--- config.mk ---
export PLATFORM = sky130hd
export DESIGN_NAME = booth_r4_iter_mul
export DESIGN_NICKNAME = d
export VERILOG_FILES = /design/src/rtl/booth_pkg.sv /design/src/rtl/booth_r4_pp.sv /design/src/rtl/booth_r4_iter_mul.sv
export SDC_FILE = /design/constraint.sdc
export NUM_CORES = 1
export LEC_CHECK = 0
export ABC_AREA = 1
export CORE_ASPECT_RATIO = 1.4
export CORE_MARGIN = 2
export CORE_UTILIZATION = 35
export CTS_BUF_LIST = sky130_fd_sc_hd__clkbuf_4 sky130_fd_sc_hd__clkbuf_8
export DETAILED_ROUTE_END_ITERATION = 12
export SLEW_MARGIN = 20
export SYNTH_ARGS = -nofsm -noshare
export SYNTH_HDL_FRONTEND = slang
export SYNTH_SLANG_ARGS = --single-unit
--- constraint.sdc ---
create_clock -name clk -period 2.5 [get_ports clk]
set_input_delay 0.375 -clock clk [delete_from_list [all_inputs] [get_ports clk]]
set_output_delay 0.375 -clock clk [all_outputs]
set_load 0.005 [all_outputs]
--- src/rtl/booth_pkg.sv ---
// Shared definitions for the iterative radix-4 Booth multiplier.
//   - Booth digit codes (3-bit signed-magnitude-ish tags used by the pp selector)
//   - FSM state type
//   - booth_enc(): maps a {b1,b0,lookback} window to a digit code
package booth_pkg;

   localparam logic [2:0] ZERO = 3'b000;
   localparam logic [2:0] P1   = 3'b001;
   localparam logic [2:0] P2   = 3'b010;
   localparam logic [2:0] N1   = 3'b111;
   localparam logic [2:0] N2   = 3'b110;

   typedef enum logic [1:0] {
      IDLE = 2'd0,
      RUN  = 2'd1,
      DONE = 2'd2
   } state_t;

   function automatic logic [2:0] booth_enc(input logic [2:0] win);
      logic [2:0] dig;
      case (win)
         3'b001, 3'b010: dig = P1;
         3'b011:         dig = P2;
         3'b100:         dig = N2;
         3'b101, 3'b110: dig = N1;
         default:        dig = ZERO;
      endcase
      return dig;
   endfunction

endpackage

--- src/rtl/booth_r4_pp.sv ---
// Radix-4 Booth partial-product selector.
//   win  in   3   {b1,b0,lookback} window of the multiplier register
//   a    in   W   extended multiplicand
//   pp   out  W   selected partial product (one's complement for negative digits)
//   neg  out  1   carry-in completing the two's complement of a negative digit
module booth_r4_pp
   import booth_pkg::*;
#(
   parameter int W = 12
)
(
   input  logic [2:0]   win,
   input  logic [W-1:0] a,
   output logic [W-1:0] pp,
   output logic         neg
);

   logic [2:0]   dig;
   logic [W-1:0] a2;

   assign a2 = {a[W-2:0], 1'b0};

   always_comb begin
      dig = booth_enc(win);
      pp  = '0;
      neg = 1'b0;
      case (dig)
         P1: pp = a;
         P2: pp = a2;
         N1: begin
            pp  = ~a;
            neg = 1'b1;
         end
         N2: begin
            pp  = ~a2;
            neg = 1'b1;
         end
         default: ;
      endcase
   end

endmodule

--- src/rtl/booth_r4_iter_mul.sv ---
// Iterative radix-4 Booth multiplier: one digit per clock, shift-add accumulator.
// Optional feature macro: BOOTH_R4_EARLY_TERM_EN (stop once the remaining digits are all zero).
//   clk, rst_n            clock / async active-low reset
//   in_valid/in_ready     operand handshake; in_a multiplicand, in_b multiplier, in_signed mode
//   out_valid/out_ready   product handshake; out_p product, out_ndig digits iterated
//
// state | meaning
// IDLE  | waiting for operands, in_ready=1
// RUN   | retiring one Booth digit per cycle; one extra cycle after the last digit
// DONE  | product presented, held until out_ready
module booth_r4_iter_mul
   import booth_pkg::*;
#(
   parameter int DWIDTH = 24
)
(
   input  logic                   clk,
   input  logic                   rst_n,
   input  logic                   in_valid,
   output logic                   in_ready,
   input  logic [DWIDTH-1:0]      in_a,
   input  logic [DWIDTH-1:0]      in_b,
   input  logic                   in_signed,
   output logic                   out_valid,
   input  logic                   out_ready,
   output logic [2*DWIDTH-1:0]    out_p,
   output logic [$clog2(((2*((DWIDTH+2)/2))/2)+1)-1:0] out_ndig
);

   localparam int EW   = 2*((DWIDTH+2)/2);
   localparam int NDIG = EW/2;
   localparam int CW   = $clog2(NDIG+1);
   localparam int AW   = 2*EW+2;

   state_t        state;
   logic [EW+1:0] a_ext;
   logic [EW:0]   mreg;
   logic [AW-1:0] acc;
   logic [CW-1:0] cnt;
   logic          fin;

   logic [EW+1:0] pp;
   logic          neg;
   logic [EW+1:0] hi_sum;
   logic [AW-1:0] acc_sum;
   logic [AW-1:0] acc_sh;
   logic [AW-1:0] acc_nxt;
   logic [EW:0]   mreg_sh;
   logic [CW-1:0] cnt_inc;
   logic          fin_nxt;
   logic          ext_a;
   logic          ext_b;

   booth_r4_pp #(.W(EW+2)) u_pp (
      .win (mreg[2:0]),
      .a   (a_ext),
      .pp  (pp),
      .neg (neg)
   );

   assign ext_a = in_signed & in_a[DWIDTH-1];
   assign ext_b = in_signed & in_b[DWIDTH-1];

   // Partial product enters at the top of the accumulator; the whole
   // accumulator then shifts right so that after NDIG digits it holds a*b.
   always_comb begin
      hi_sum  = acc[AW-1:EW] + pp + {{(EW+1){1'b0}}, neg};
      acc_sum = {hi_sum, acc[EW-1:0]};
      acc_sh  = $signed(acc_sum) >>> 2;
      mreg_sh = $signed(mreg) >>> 2;
      cnt_inc = cnt + CW'(1);
      fin_nxt = (cnt_inc == CW'(NDIG));
      acc_nxt = acc_sh;
`ifdef BOOTH_R4_EARLY_TERM_EN
      // Uniform remaining bits mean every remaining digit encodes to zero;
      // fold the outstanding shifts in now so the product stays exact.
      if ((&mreg_sh) || (~|mreg_sh)) begin
         fin_nxt = 1'b1;
         acc_nxt = $signed(acc_sh) >>> (2*(NDIG - int'(cnt_inc)));
      end
`endif
   end

   always_ff @(posedge clk or negedge rst_n) begin
      if (!rst_n) begin
         state    <= IDLE;
         a_ext    <= '0;
         mreg     <= '0;
         acc      <= '0;
         cnt      <= '0;
         fin      <= 1'b0;
         out_p    <= '0;
         out_ndig <= '0;
      end else begin
         case (state)
            IDLE: begin
               if (in_valid) begin
                  a_ext <= {{(EW+2-DWIDTH){ext_a}}, in_a};
                  mreg  <= {{(EW-DWIDTH){ext_b}}, in_b, 1'b0};
                  acc   <= '0;
                  cnt   <= '0;
                  fin   <= 1'b0;
                  state <= RUN;
               end
            end
            RUN: begin
               if (fin) begin
                  out_p    <= acc[2*DWIDTH-1:0];
                  out_ndig <= cnt;
                  state    <= DONE;
               end else begin
                  acc  <= acc_nxt;
                  mreg <= mreg_sh;
                  cnt  <= cnt_inc;
                  fin  <= fin_nxt;
               end
            end
            DONE: begin
               if (out_ready) state <= IDLE;
            end
            default: state <= IDLE;
         endcase
      end
   end

   assign in_ready  = (state == IDLE);
   assign out_valid = (state == DONE);

endmodule

=== Word level (Yosys, flattened, before mapping) ===
Index checks and enable logic that the tools add are counted.

* Add/sub/neg operators: 3
* Equal/unequal tests: 17
* Mux-type cells: 19
* Bitwise gates (word level): 5
* Reduce and logical (&&, ||, !) cells: 11

{| class="wikitable"
|+ Operators with widths
! operator !! number
|-
| $pmux W28 S4 || 1
|-
| $mux W54 || 2
|-
| $pmux W54 S2 || 1
|-
| $not A28 Y28 || 2
|-
| $pmux W27 S2 || 1
|-
| $add A28 B1 Y28 || 1
|-
| $add A28 B28 Y28 || 1
|-
| $mux W27 || 1
|-
| $mux W26 || 1
|-
| $eq A3 B3 Y1 const B || 5
|-
| $pmux W3 S4 || 1
|-
| $eq A3 B2 Y1 const B || 3
|-
| $reduce_and A3 Y1 || 3
|-
| $mux W4 || 2
|-
| $pmux W4 S2 || 1
|-
| $eq A3 B1 Y1 const B || 2
|-
| $mux W2 || 3
|-
| $ne A2 B2 Y1 const B || 3
|-
| $pmux W2 S3 || 1
|-
| $reduce_and A2 Y1 || 3
|-
| $reduce_or A2 Y1 || 3
|-
| $add A4 B1 Y4 const B || 1
|-
| $eq A4 B4 Y1 const B || 1
|-
| $mux W1 || 3
|-
| 8 further kinds || 9
|}

* Bits in registers: 165
* Bits of input ports: 53
* Output and inout bits: 54
* Logic and storage cells: 64

=== Depth between registers and ports, before layout ===
Gate-level depths: netlist of run 1.

* Depth in word-level cells: 9
* Gate-level depth with buffers: 21
* Mapped depth without buffers: 20

=== Hierarchy ===
A second synthesis of run 1 with hierarchy kept.

* Cells, all modules: 1326
* Area, all modules: 9701.8 um2

{| class="wikitable"
|+ By module, submodules not included
! module !! instances !! cells an instance !! area each (um2) !! seq. area each (um2)
|-
| booth_r4_iter_mul || 1 || 1054 || 8521.9 || 4078.9
|-
| booth_r4_pp || 1 || 272 || 1179.9 || 0.0
|}

=== Worst setup path before layout of run 1 ===
No wires, ideal clock.

* Path type: reg-to-reg
* Start point: register mreg[1]
* End point: register acc[48]
* Setup time: 83 ps
* Arrival: 2673 ps
* Data required time: 2417 ps
* Path slack: -256 ps
* Cell stages (with the launch flop): 19
* Buffers on the path: 1
* Period minus slack after synthesis: 2756 ps
* Cell sequence: dfrtp_1 > nor2_1 > inv_1 > nand2_1 > inv_1 > nand2_1 > buf_2 > nand2_1 > fa_1 > fa_1 > nand2_1 > nand3_1 > nand3_1 > nand2_1 > nand2_1 > nand3_1 > nand2_1 > nand2_1 > o21ai_0

* Longest elaborated chain between the ends: 9
* Elaborated cells on any way between the ends: 20
* Those cells by class: add/sub (2); eq/ne (10); mux (5); reduce/logical (3)

{| class="wikitable"
|+ Ends and longest elaborated chain
! element !! line !! RTL
|-
| from (decl) || booth_r4_iter_mul.sv:37 || <nowiki>logic [EW:0] mreg;</nowiki>
|-
| from (signal assigned) || booth_r4_iter_mul.sv:99 || <nowiki>mreg <= {{(EW-DWIDTH){ext_b}}, in_b, 1'b0};</nowiki>
|-
| from (signal assigned) || booth_r4_iter_mul.sv:113 || <nowiki>mreg <= mreg_sh;</nowiki>
|-
| $eq A3 B3 Y1, or another cell as far along || booth_pkg.sv:21 || <nowiki>case (win)</nowiki>
|-
| $reduce_or A2 Y1 || booth_pkg.sv:21 ||
|-
| $pmux W3 S4 (*) || booth_pkg.sv:21 ||
|-
| $eq A3 B3 Y1, or another cell as far along || booth_r4_pp.sv:27 || <nowiki>case (dig)</nowiki>
|-
| $pmux W28 S4 / $reduce_or A2 Y1 (equally long branches) || n/a ||
|-
| $add A28 B28 Y28 / $mux W1 (equally long branches) || booth_r4_iter_mul.sv:67, booth_r4_pp.sv:27 ||
|-
| $add A28 B1 Y28 (*) || booth_r4_iter_mul.sv:67 || <nowiki>hi_sum = acc[AW-1:EW] + pp + {{(EW+1){1'b0}}, neg};</nowiki>
|-
| $mux W54 (*) || booth_r4_iter_mul.sv:107 || <nowiki>if (fin) begin</nowiki>
|-
| $pmux W54 S2 (*) || booth_r4_iter_mul.sv:95 || <nowiki>case (state)</nowiki>
|-
| to (signal assigned) || booth_r4_iter_mul.sv:112 || <nowiki>acc <= acc_nxt;</nowiki>
|-
| to (decl) || booth_r4_iter_mul.sv:38 || <nowiki>logic [AW-1:0] acc;</nowiki>
|}

Mark *: on every way between the ends. The rest lies on a longest branch, timed or not. The select of a mux whose other input is x is not followed.
A chain may end at the register's enable or synchronous reset.

=== Worst setup path in the final report of run 1 ===
* Start point: register mreg[0]
* End point: register acc[42]

The elaborated chain is that of the path after synthesis.

==> results of run 1 <==
-- path summary, 6_finish.rpt --
path / start / end / depth (start not counted)
worst max-delay path: mreg[0]$_DFFE_PN0P_ / acc[42]$_DFFE_PN0P_ / 20
worst min-delay path: rst_n / state[0]$_DFFE_PN0P_ / 2
worst max register to register: mreg[0]$_DFFE_PN0P_ / acc[42]$_DFFE_PN0P_ / 20
worst min register to register: out_p[4]$_DFFE_PN0P_ / out_p[4]$_DFFE_PN0P_ / 2
max in group asynchronous: rst_n / acc[16]$_DFFE_PN0P_ / 3
min in group clk: in_a[0] / a_ext[0]$_DFFE_PN0P_ / 3
-- area by class of cell --
| type | count | area, um2 |
|---|---|---|
| Fill cell | 2473 | 12900 |
| Multi-Input combinational cell | 775 | 4710 |
| Sequential cell | 163 | 4080 |
| Timing Repair Buffer | 218 | 2040 |
| Inverter | 169 | 647 |
| Tap cell | 319 | 399 |
| Clock buffer | 19 | 262 |
| Clock inverter | 12 | 119 |
-- layout by cell type, fill, tap and decap left out, types with 3 or more instances in the layout --
| master | n |
|---|---|
| inv_2 | 20 |
| buf_4 | 89 |
| clkdlybuf4s50_1 | 105 |
| nand4_1 | 4 |
| buf_6 | 17 |
| nor2_4 | 12 |
| o21ai_1 | 48 |
| o22ai_1 | 25 |
| o21ai_2 | 8 |
| ha_1 | 18 |
| o211ai_2 | 19 |
| o2111ai_2 | 7 |
| a21oi_2 | 16 |
| nand3_1 | 18 |
| ha_4 | 7 |
| buf_12 | 6 |
| nand3_2 | 9 |
| nor2_1 | 27 |
| o21bai_1 | 3 |
| inv_1 | 145 |
| nand2_4 | 13 |
| nor2_2 | 15 |
| o2111ai_1 | 3 |
| mux2_2 | 12 |
| nand2_1 | 332 |
| o21ai_0 | 68 |
| o31ai_1 | 3 |
| nand3_4 | 4 |
| nand2_2 | 55 |
| inv_6 | 5 |
| inv_4 | 3 |
| clkbuf_8 | 19 |
| o211ai_1 | 16 |
| dfrtp_1 | 162 |
| a21oi_1 | 11 |
-- per-layer routing --
layer	part of all wire	track usage	wire length (um)
met5	0	0	0
met4	0.027	0.0660	663
met3	0.032	0.0304	779
met2	0.51	0.338	12700
met1	0.43	0.224	10600
-- worst reg2reg max path: cells and delay by family, from the launching register on --
kind                     cells  cell delay (ns)
buffers and inverters        5             0.58
AO/OA/AOI/OAI                3             0.34
adder cells (fa/ha/maj)      1             0.34
AND/OR/NAND/NOR             11             0.95
flip-flops                   1             0.41
-- Yosys cell counts (all sizes together) --
| library cell | count | area, um2 |
|---|---|---|
| nand2 | 401 | 1520 |
| inv | 168 | 633 |
| dfrtp | 163 | 4080 |
| o21ai | 124 | 621 |
| nor2 | 55 | 233 |
| o211ai | 35 | 358 |
| nand3 | 31 | 160 |
| a21oi | 28 | 140 |
| ha | 27 | 338 |
| o22ai | 25 | 156 |
| clkbuf | 23 | 86.3 |
| buf | 21 | 166 |
| mux2 | 12 | 135 |
| o2111ai | 12 | 105 |
| and2 | 4 | 25.0 |
| nand4 | 4 | 25.0 |
| o21bai | 3 | 22.5 |
| o31ai | 3 | 22.5 |
| a22oi | 2 | 15.0 |
| a31oi | 2 | 12.5 |
| fa | 2 | 40.0 |
| o32ai | 2 | 17.5 |
| and3 | 1 | 6.26 |
| clkinv | 1 | 8.76 |
| nor3 | 1 | 5.00 |
| xnor2 | 1 | 8.76 |
-- timing repair --
item,4_1_cts,5_1_grt
endpoints found under the setup margin,25,26
hold buffers,1,0
pin swaps,57,51
cloned,3,0
setup buffers,20,8
gates resized for setup,146,98
hold endpoints to repair,49,0
-- kinds of logic (layout without fill, tap and decap cells) --
kind of cell               count (synthesis)  in the layout  share of synthesized area
adders and majority gates                 29             29                     0.0423
DFF                                      163            163                      0.456
muxes                                     12             12                     0.0151
buffers and inverters                    213            418                      0.100
xor gates and xnor gates                   1              1                   0.000980
AOI/OAI and AO/OA                        236            236                      0.164
and+or+nand+nor                          497            497                      0.221
-- registers in the layout (all words and copies together) (netlist names) --
name / cells
acc: 52
out_p: 48
mreg: 27
a_ext: 25
cnt: 4
out_ndig: 4
state: 2
fin: 1
-- stage by stage --
step	instances	setup slack, ns	utilization	area (um2)
2_1_floorplan	1151	-0.0845	-	8960
3_3_place_gp	1613	-0.322	0.430	10800
3_5_place_dp	1613	-0.354	0.430	10800
4_1_cts	1668	-0.170	0.473	11900
5_1_grt	1675	-0.392	0.486	12300
6_report	1675	-0.191	0.486	12300
==> run_results.csv, run 1 <==
group,metric,value,unit
outcome,status,"finished with violations",
outcome,violations,"setup timing",
route,vias,8129,
job,max_cap_viol_count,0,
final_layout,antenna_cells,0,
yosys,syn_area_per_cell,7.77,um2
route,wl_per_cell,14.7,um
clock_tree,cts-root-buf,"clkbuf_8",
setup_path,crit_family,"simple AND/OR/NAND/NOR gates",
sta,fmax,372,MHz
yosys,yosysUniqueCellTypes,38,
floorplan,row_count,69,
yosys,yosysSeqAreaShare,0.456,
global_route,grt_usage,0.186,
route,drt-total-wl,24700,um
sta,slew_viol_final,0,
yosys,synthCells,1151,
clock_tree,cts-buffers-inserted,17,
clock_tree,clk_path_buf_depth,2,
global_route,grt_start_max_net_pins,68,
yosys,syn-cell-area,8940,um2
route,via_per_inst,4.85,
setup_path,reg2reg_slack,-0.19,ns
setup_path,crit_chain,"buf_4, nand2_2, nand2_4, nor2_4, buf_6, o21ai_1, o211ai_1, ha_1, buf_4, nand2_2, inv_1, nand2_1, nand2_2, inv_2, nand3_2, nand2_2, nand2_4, nand2_2, nand2_1, o21ai_1",
clock_tree,clk_latency,0.48,ns
yosys,synth-seq-cells,163,
sta,max_slew_margin,0.639,
setup_path,critPathKind,"reg -> reg",
setup_path,critPathMostFrequentCell,"nand2_2",
route,drt-pass1-iter-count,5,
sta,layout_setup_ws,-0.191,ns
setup_path,crit_buf_inv,5,
sta,holdWs,0.411,ns
sta,fin_crit,2.69,ns
floorplan,dieArea,26900,um2
hold_path,hp-class,"in -> async",
setup_path,slowest_delay,0.41,ns
clock_tree,cts.htree.levels,4,
setup_path,critPathMaxFanout,5,
sta,tns,-2.57,ns
route,remaining_drc_errors,0,
clock_tree,cts_tree,"done",
floorplan,die_x,139,um
setup_path,start_kind,"flip-flop",
final_layout,syn2layout_area_growth,37.1,%
setup_path,required,2.90,ns
place,numPortBuffers,106,
clock_tree,path_clk_slew,0.10,ns
sta,fin_skew,0.0204,ns
final_layout,finalNetCount,1426,
global_route,grt_pass1_vias,7935,
final_layout,layout-drive-gt1-share,0.264,
floorplan,die_h,193,um
setup_path,cp.arrival,3.09,ns
sta,fin_crit_sh,1.08,
floorplan,core_area,25200,um2
place,gp_routability_congestion,0.913,
sta,setup_viol,20,
setup_path,critPathSlowestCell,"dfrtp_1",
clock_tree,clkSinkCount,163,
global_route,grt_overflow,0,
sta,hold_viol,0,
global_route,grt_pass1_wl,39800,um
floorplan,start_util,0.355,
route,ant_nets,0,
sta,rsz0062_at_grt,"yes",
sta,tightestPinTransition,0.539,ns
floorplan,io-pin-count,107,
yosys,yosys_warnings,0,
route,drtIter0Drc,425,
place,hpwl,17500,um
global_route,antenna_found_initial,0,
setup_path,end_kind,"flip-flop",
yosys,syn-num-nets,1233,
Power of run 1 is not shown: default switching activity piles up to over one toggle a cycle in this logic, so the estimate is an artifact.
==> run 2: changes to the inputs <==
--- a/config.mk
+++ b/config.mk
@@ -6,11 +6,14 @@
 export NUM_CORES = 1
 export LEC_CHECK = 0
 export ABC_AREA = 1
+export CAP_MARGIN = 40
 export CORE_ASPECT_RATIO = 1.4
 export CORE_MARGIN = 2
-export CORE_UTILIZATION = 35
+export CORE_UTILIZATION = 53
 export CTS_BUF_LIST = sky130_fd_sc_hd__clkbuf_4 sky130_fd_sc_hd__clkbuf_8
 export DETAILED_ROUTE_END_ITERATION = 12
+export PLACE_DENSITY = 0.79
+export SKIP_LAST_GASP = 1
 export SLEW_MARGIN = 20
 export SYNTH_ARGS = -nofsm -noshare
 export SYNTH_HDL_FRONTEND = slang
==> run 2 against run 1 <==
The flow still finishes with violations (setup timing). Count of clock-buffer cells in the layout shrank 2. Sequential share of layout area grew 0.56 points. Highest routed layer unchanged. Non-clock buffer count is 2 lower. Critical path type unchanged. Sequential cell count is the same.
==> run_results.csv, run 2 (same netlist as run 1, synthesis figures left out) <==
group,metric,value,unit
route,wl_per_cell,15.4,um
floorplan,start_util,0.538,
place,post_dp_cell_area,10700,um2
outcome,violations,"setup timing",
floorplan,die_x,114,um
setup_path,slowest_delay,0.42,ns
clock_tree,cts-buffers-inserted,17,
floorplan,core_area,16600,um2
final_layout,final_cell_mix,"346 x nand2_1, 163 x dfrtp_1, 156 x inv_1",
clock_tree,cts-root-buf,"clkbuf_8",
setup_path,crit_chain,"nor2_2, inv_2, nor2_2, inv_2, buf_4, o211ai_1, ha_1, buf_4, nand2_2, inv_1, nand2_2, nand2_2, nand2_2, nand2_1, nand2_1, nand3_2, nand2_1, nand2_1, o21ai_1",
place,gp_routability_congestion,0.917,
final_layout,multi_input_area,4610,um2
route,drt-total-wl,24100,um
global_route,grt_pass1_wl,38000,um
final_layout,stdcell_area,12100,um2
final_layout,largest_register,"acc",
route,via_per_inst,5.41,
floorplan,dieArea,17900,um2
clock_tree,path_clk_slew,0.11,ns
clock_tree,clk_path_buf_depth,2,
sta,layout_setup_ws,-0.308,ns
clock_tree,cts_tree,"done",
sta,tns,-3.57,ns
sta,fin_skew,0.0230,ns
place,dp_worst_setup_slack,-0.391,ns
sta,rsz0062_at_grt,"yes",
global_route,antenna_found_initial,0,
setup_path,critPathSlowestCell,"dfrtp_1",
final_layout,layout-drive-gt1-share,0.238,
global_route,grt_pass1_vias,7970,
final_layout,reg_top3,"acc x52, out_p x48, mreg x27",
hold_path,hp-class,"in -> async",
setup_path,critPathKind,"reg -> reg",
setup_path,reg2reg_slack,-0.31,ns
clock_tree,cts.htree.levels,4,
place,hpwl,16200,um
final_layout,register_area,4080,um2
final_layout,largest_reg_flops,52,
outcome,status,"finished with violations",
sta,max_slew_margin,0.598,
final_layout,layout_commonest_cell,"nand2_1",
setup_path,crit-reg2reg-capture,"acc[48]$_DFFE_PN0P_",
final_layout,finalNetCount,1426,
clock_tree,clkSinkCount,163,
setup_path,end_kind,"flip-flop",
floorplan,die_h,158,um
setup_path,crit_buf_inv,5,
sta,hold_viol,0,
setup_path,crit_family,"simple AND/OR/NAND/NOR gates",
final_layout,fill_cells,1267,
route,drt-pass1-iter-count,5,
sta,fmax,356,MHz
sta,fin_crit,2.81,ns
route,drtIter0Drc,663,
place,numPortBuffers,106,
route,remaining_drc_errors,0,
setup_path,reg2reg_from,"mreg[0]$_DFFE_PN0P_",
sta,slew_viol_final,0,
clock_tree,clk_latency,0.49,ns
sta,setup_viol,22,
setup_path,cp.arrival,3.21,ns
floorplan,io-pin-count,107,
final_layout,layout.cells.non_filler,1560,
setup_path,r2r_cells,19,
route,vias,8440,
final_layout,syn2layout_area_growth,34.8,%
floorplan,row_count,56,
global_route,grt_start_max_net_pins,66,
global_route,grt_usage,0.267,
setup_path,required,2.90,ns
sta,fin_crit_sh,1.12,
global_route,grt_overflow,0,
final_layout,antenna_cells,0,
setup_path,start_kind,"flip-flop",
route,ant_nets,0,
setup_path,critPathMaxFanout,6,
job,max_cap_viol_count,0,
place,dpl.cell_count,1495,
sta,tightestPinTransition,0.604,ns
## run 2: cell type report
cell class	instances	area share
clock buffer	17	0.0194
tap	203	0.0211
multi-input combinational	777	0.383
clock inverter	15	0.0155
sequential	163	0.338
inverter	169	0.0537
timing repair buffer	216	0.169
## run 2: worst max-delay path by stage
stage	startpoint	to	slack (ns)	cells after the start
CTS	mreg[1]$_DFFE_PN0P_	acc[50]$_DFFE_PN0P_	-0.17	23
global placement	mreg[0]$_DFFE_PN0P_	acc[42]$_DFFE_PN0P_	-0.33	20
finish	mreg[0]$_DFFE_PN0P_	acc[48]$_DFFE_PN0P_	-0.31	19
detailed placement	mreg[1]$_DFFE_PN0P_	acc[42]$_DFFE_PN0P_	-0.39	20
floorplan	mreg[0]$_DFFE_PN0P_	acc[48]$_DFFE_PN0P_	-0.08	18
global route	mreg[1]$_DFFE_PN0P_	acc[48]$_DFFE_PN0P_	-0.42	21
## run 2: layer usage
| metal | track usage | up-vias | wire length (um) |
|---|---|---|---|
| met2 | 0.465 | 274 | 12200 |
| met4 | 0.0976 | 0 | 758 |
| met5 | 0 | - | 0 |
| met1 | 0.335 | 4017 | 10000 |
| met3 | 0.0425 | 60 | 1100 |
| li1 | - | 4089 | - |
## run 2: metrics by stage
| step | hold slack (ns) | util |
|---|---|---|
| after floorplan | 0.0794 | - |
| after global placement | 0.392 | 0.643 |
| after detailed placement | 0.396 | 0.643 |
| after CTS | 0.400 | 0.699 |
| after global routing | 0.424 | 0.726 |
| final | 0.422 | 0.726 |
## run 2: timing repair
action                                 CTS  global route
resized for setup                       95            98
hold buffers                             1             0
endpoints found under the hold margin   59             0
buffers inserted                        19            10
setup endpoints to repair               24            25
pin swaps                               53            40
cloned                                   2             1
Power of run 2 is left out for the same reason.
==> run 3: changes to the inputs <==
==> constraint.sdc (replaced) <==
create_clock -name clk -period 2.5 [get_ports clk]
set_input_delay 0.75 -clock clk [delete_from_list [all_inputs] [get_ports clk]]
set_output_delay 0.75 -clock clk [all_outputs]
set_load 0.005 [all_outputs]
==> run 3 against run 2 <==
The run still ends with setup timing left. Via count down 1.2%. Setup slack worse by 0.038 ns. Highest routed layer unchanged. Sequential share of layout area about the same. Register-to-register slack worse by 0.04 ns. Fmax down 1.3%. Global-route usage down 0.48 points. Wire length down 0.97%. Core utilization about the same.
==> run_results.csv, run 3 (same netlist as run 1, synthesis figures left out) <==
group,metric,value,unit
outcome,status,"finished with violations",
outcome,violations,"setup timing",
sta,rsz0062_at_grt,"yes",
final_layout,largest_reg_flops,52,
global_route,grt_pass1_wl,37000,um
clock_tree,cts_tree,"done",
route,ant_nets,0,
place,gp_routability_congestion,0.987,
setup_path,slowest_delay,0.42,ns
route,drtIter0Drc,673,
setup_path,crit_family,"simple AND/OR/NAND/NOR gates",
final_layout,final_cell_mix,"328 x nand2_1, 163 x dfrtp_1, 147 x inv_1",
sta,max_slew_margin,0.636,
place,numPortBuffers,106,
setup_path,start_kind,"flip-flop",
setup_path,critPathKind,"reg -> reg",
setup_path,required,2.90,ns
clock_tree,cts-buffers-inserted,17,
sta,fin_crit_sh,1.14,
floorplan,die_h,158,um
route,via_per_inst,5.40,
floorplan,io-pin-count,107,
final_layout,register_area,4080,um2
hold_path,hp-class,"in -> async",
sta,layout_setup_ws,-0.346,ns
floorplan,row_count,56,
place,hpwl,16200,um
setup_path,critPathSlowestCell,"dfrtp_1",
route,drt-total-wl,23900,um
setup_path,end_kind,"flip-flop",
setup_path,cp.arrival,3.25,ns
sta,setup_viol,24,
global_route,grt_pass1_vias,7636,
job,max_cap_viol_count,0,
floorplan,die_x,114,um
setup_path,crit_chain,"nor2_2, inv_2, nand2_4, inv_2, nand2_4, buf_12, nand2_4, o21ai_2, o211ai_1, ha_1, nand2_2, inv_2, nand2_2, nand2_2, buf_4, nand2_1, nand2_2, o21bai_4, nand2_1, nand2_1, o21ai_1",
clock_tree,hold_buffers,0,
final_layout,multi_input_area,4690,um2
clock_tree,cts-root-buf,"clkbuf_8",
final_layout,syn2layout_area_growth,34.8,%
setup_path,critPathMostFrequentCell,"nand2_2",
final_layout,layout-drive-gt1-share,0.252,
setup_path,critPathMaxFanout,7,
final_layout,largest_register,"acc",
sta,fmax,351,MHz
final_layout,finalNetCount,1410,
sta,slew_viol_final,0,
sta,hold_viol,0,
floorplan,start_util,0.538,
sta,tns,-4.32,ns
sta,tightestPinTransition,0.547,ns
sta,fin_skew,0.0203,ns
clock_tree,path_clk_slew,0.11,ns
floorplan,dieArea,17900,um2
clock_tree,clk_path_buf_depth,2,
route,wl_per_cell,15.4,um
route,vias,8335,
route,drt-pass1-iter-count,5,
final_layout,fill_cells,1223,
route,remaining_drc_errors,0,
floorplan,core_area,16600,um2
clock_tree,cts.htree.levels,4,
final_layout,reg_top3,"acc x52, out_p x48, mreg x27",
sta,fin_crit,2.85,ns
sta,holdWs,0.197,ns
final_layout,layout_commonest_cell,"nand2_1",
global_route,grt_usage,0.262,
global_route,antenna_found_initial,0,
global_route,grt_start_max_net_pins,59,
clock_tree,clkSinkCount,163,
clock_tree,clk_latency,0.49,ns
final_layout,antenna_cells,0,
global_route,grt_overflow,0,
setup_path,crit_buf_inv,5,
-- run 3: changes by cell type in the layout (fill, tap and decap cells not counted), moves of 6 or more --
cell	change
nand2_4	+8
nand2_1	-18
inv_2	+9
inv_1	-9
nor2_4	+6
nand2_2	+10
nor2_2	-6
buf_4	-15
-- run 3: area by class of cell --
cell class	instances	area share
repair buffers	202	0.162
clock buffers	17	0.0194
multi-input cells	775	0.389
well taps	203	0.0211
inverters	169	0.0535
clock inverters	15	0.0166
flip-flops and latches	163	0.338
-- run 3: worst reg2reg max path, cell delays in order, from the launching register on --
cell      delay, ns
dfrtp_1        0.42
nor2_2         0.15
inv_2          0.07
nand2_4        0.08
inv_2          0.05
nand2_4        0.11
buf_12         0.14
nand2_4        0.04
o21ai_2        0.05
o211ai_1       0.19
ha_1           0.42
nand2_2        0.15
inv_2          0.04
nand2_2        0.07
nand2_2        0.07
buf_4          0.13
nand2_1        0.08
nand2_2        0.06
o21bai_4       0.17
nand2_1        0.07
nand2_1        0.06
o21ai_1        0.15
-- run 3: stage by stage --
| stage | cell area, um2 | cells | setup WS [ns] | util |
|---|---|---|---|---|
| detailed placement | 10700 | 1490 | -0.355 | 0.643 |
| finish | 12100 | 1544 | -0.346 | 0.726 |
| global placement | 10700 | 1490 | -0.309 | 0.643 |
| global route | 12100 | 1544 | -0.485 | 0.726 |
| CTS | 11300 | 1525 | -0.160 | 0.679 |
| floorplan | 8960 | 1151 | -0.0845 | - |
-- run 3: per-layer routing --
metal  global-route usage  vias to the layer above  part of all wire
li1                     -                     4057                 -
met1                0.343                     3963              0.42
met2                0.438                      251              0.50
met3               0.0360                       64             0.040
met4                0.111                        0             0.040
met5                    0                        -                 0
-- run 3: worst paths after layout --
check	startpoint	slack (ns)	depth (start not counted)	endpoint
max	mreg[0]$_DFFE_PN0P_	-0.35	21	acc[39]$_DFFE_PN0P_
min	rst_n	0.20	1	mreg[13]$_DFFE_PN0P_
max reg2reg	mreg[0]$_DFFE_PN0P_	-0.35	21	acc[39]$_DFFE_PN0P_
min reg2reg	out_p[6]$_DFFE_PN0P_	0.49	2	out_p[6]$_DFFE_PN0P_
max in group asynchronous	rst_n	1.59	2	out_p[23]$_DFFE_PN0P_
min in group clk	out_p[6]$_DFFE_PN0P_	0.49	2	out_p[6]$_DFFE_PN0P_
-- run 3: timing repair --
item | CTS | global route
buffers inserted | 3 | 19
endpoints found under the setup margin | 25 | 25
gates cloned | 0 | 1
pin swaps | 18 | 80
resized for setup | 49 | 184
Power of run 3 is left out for the same reason.
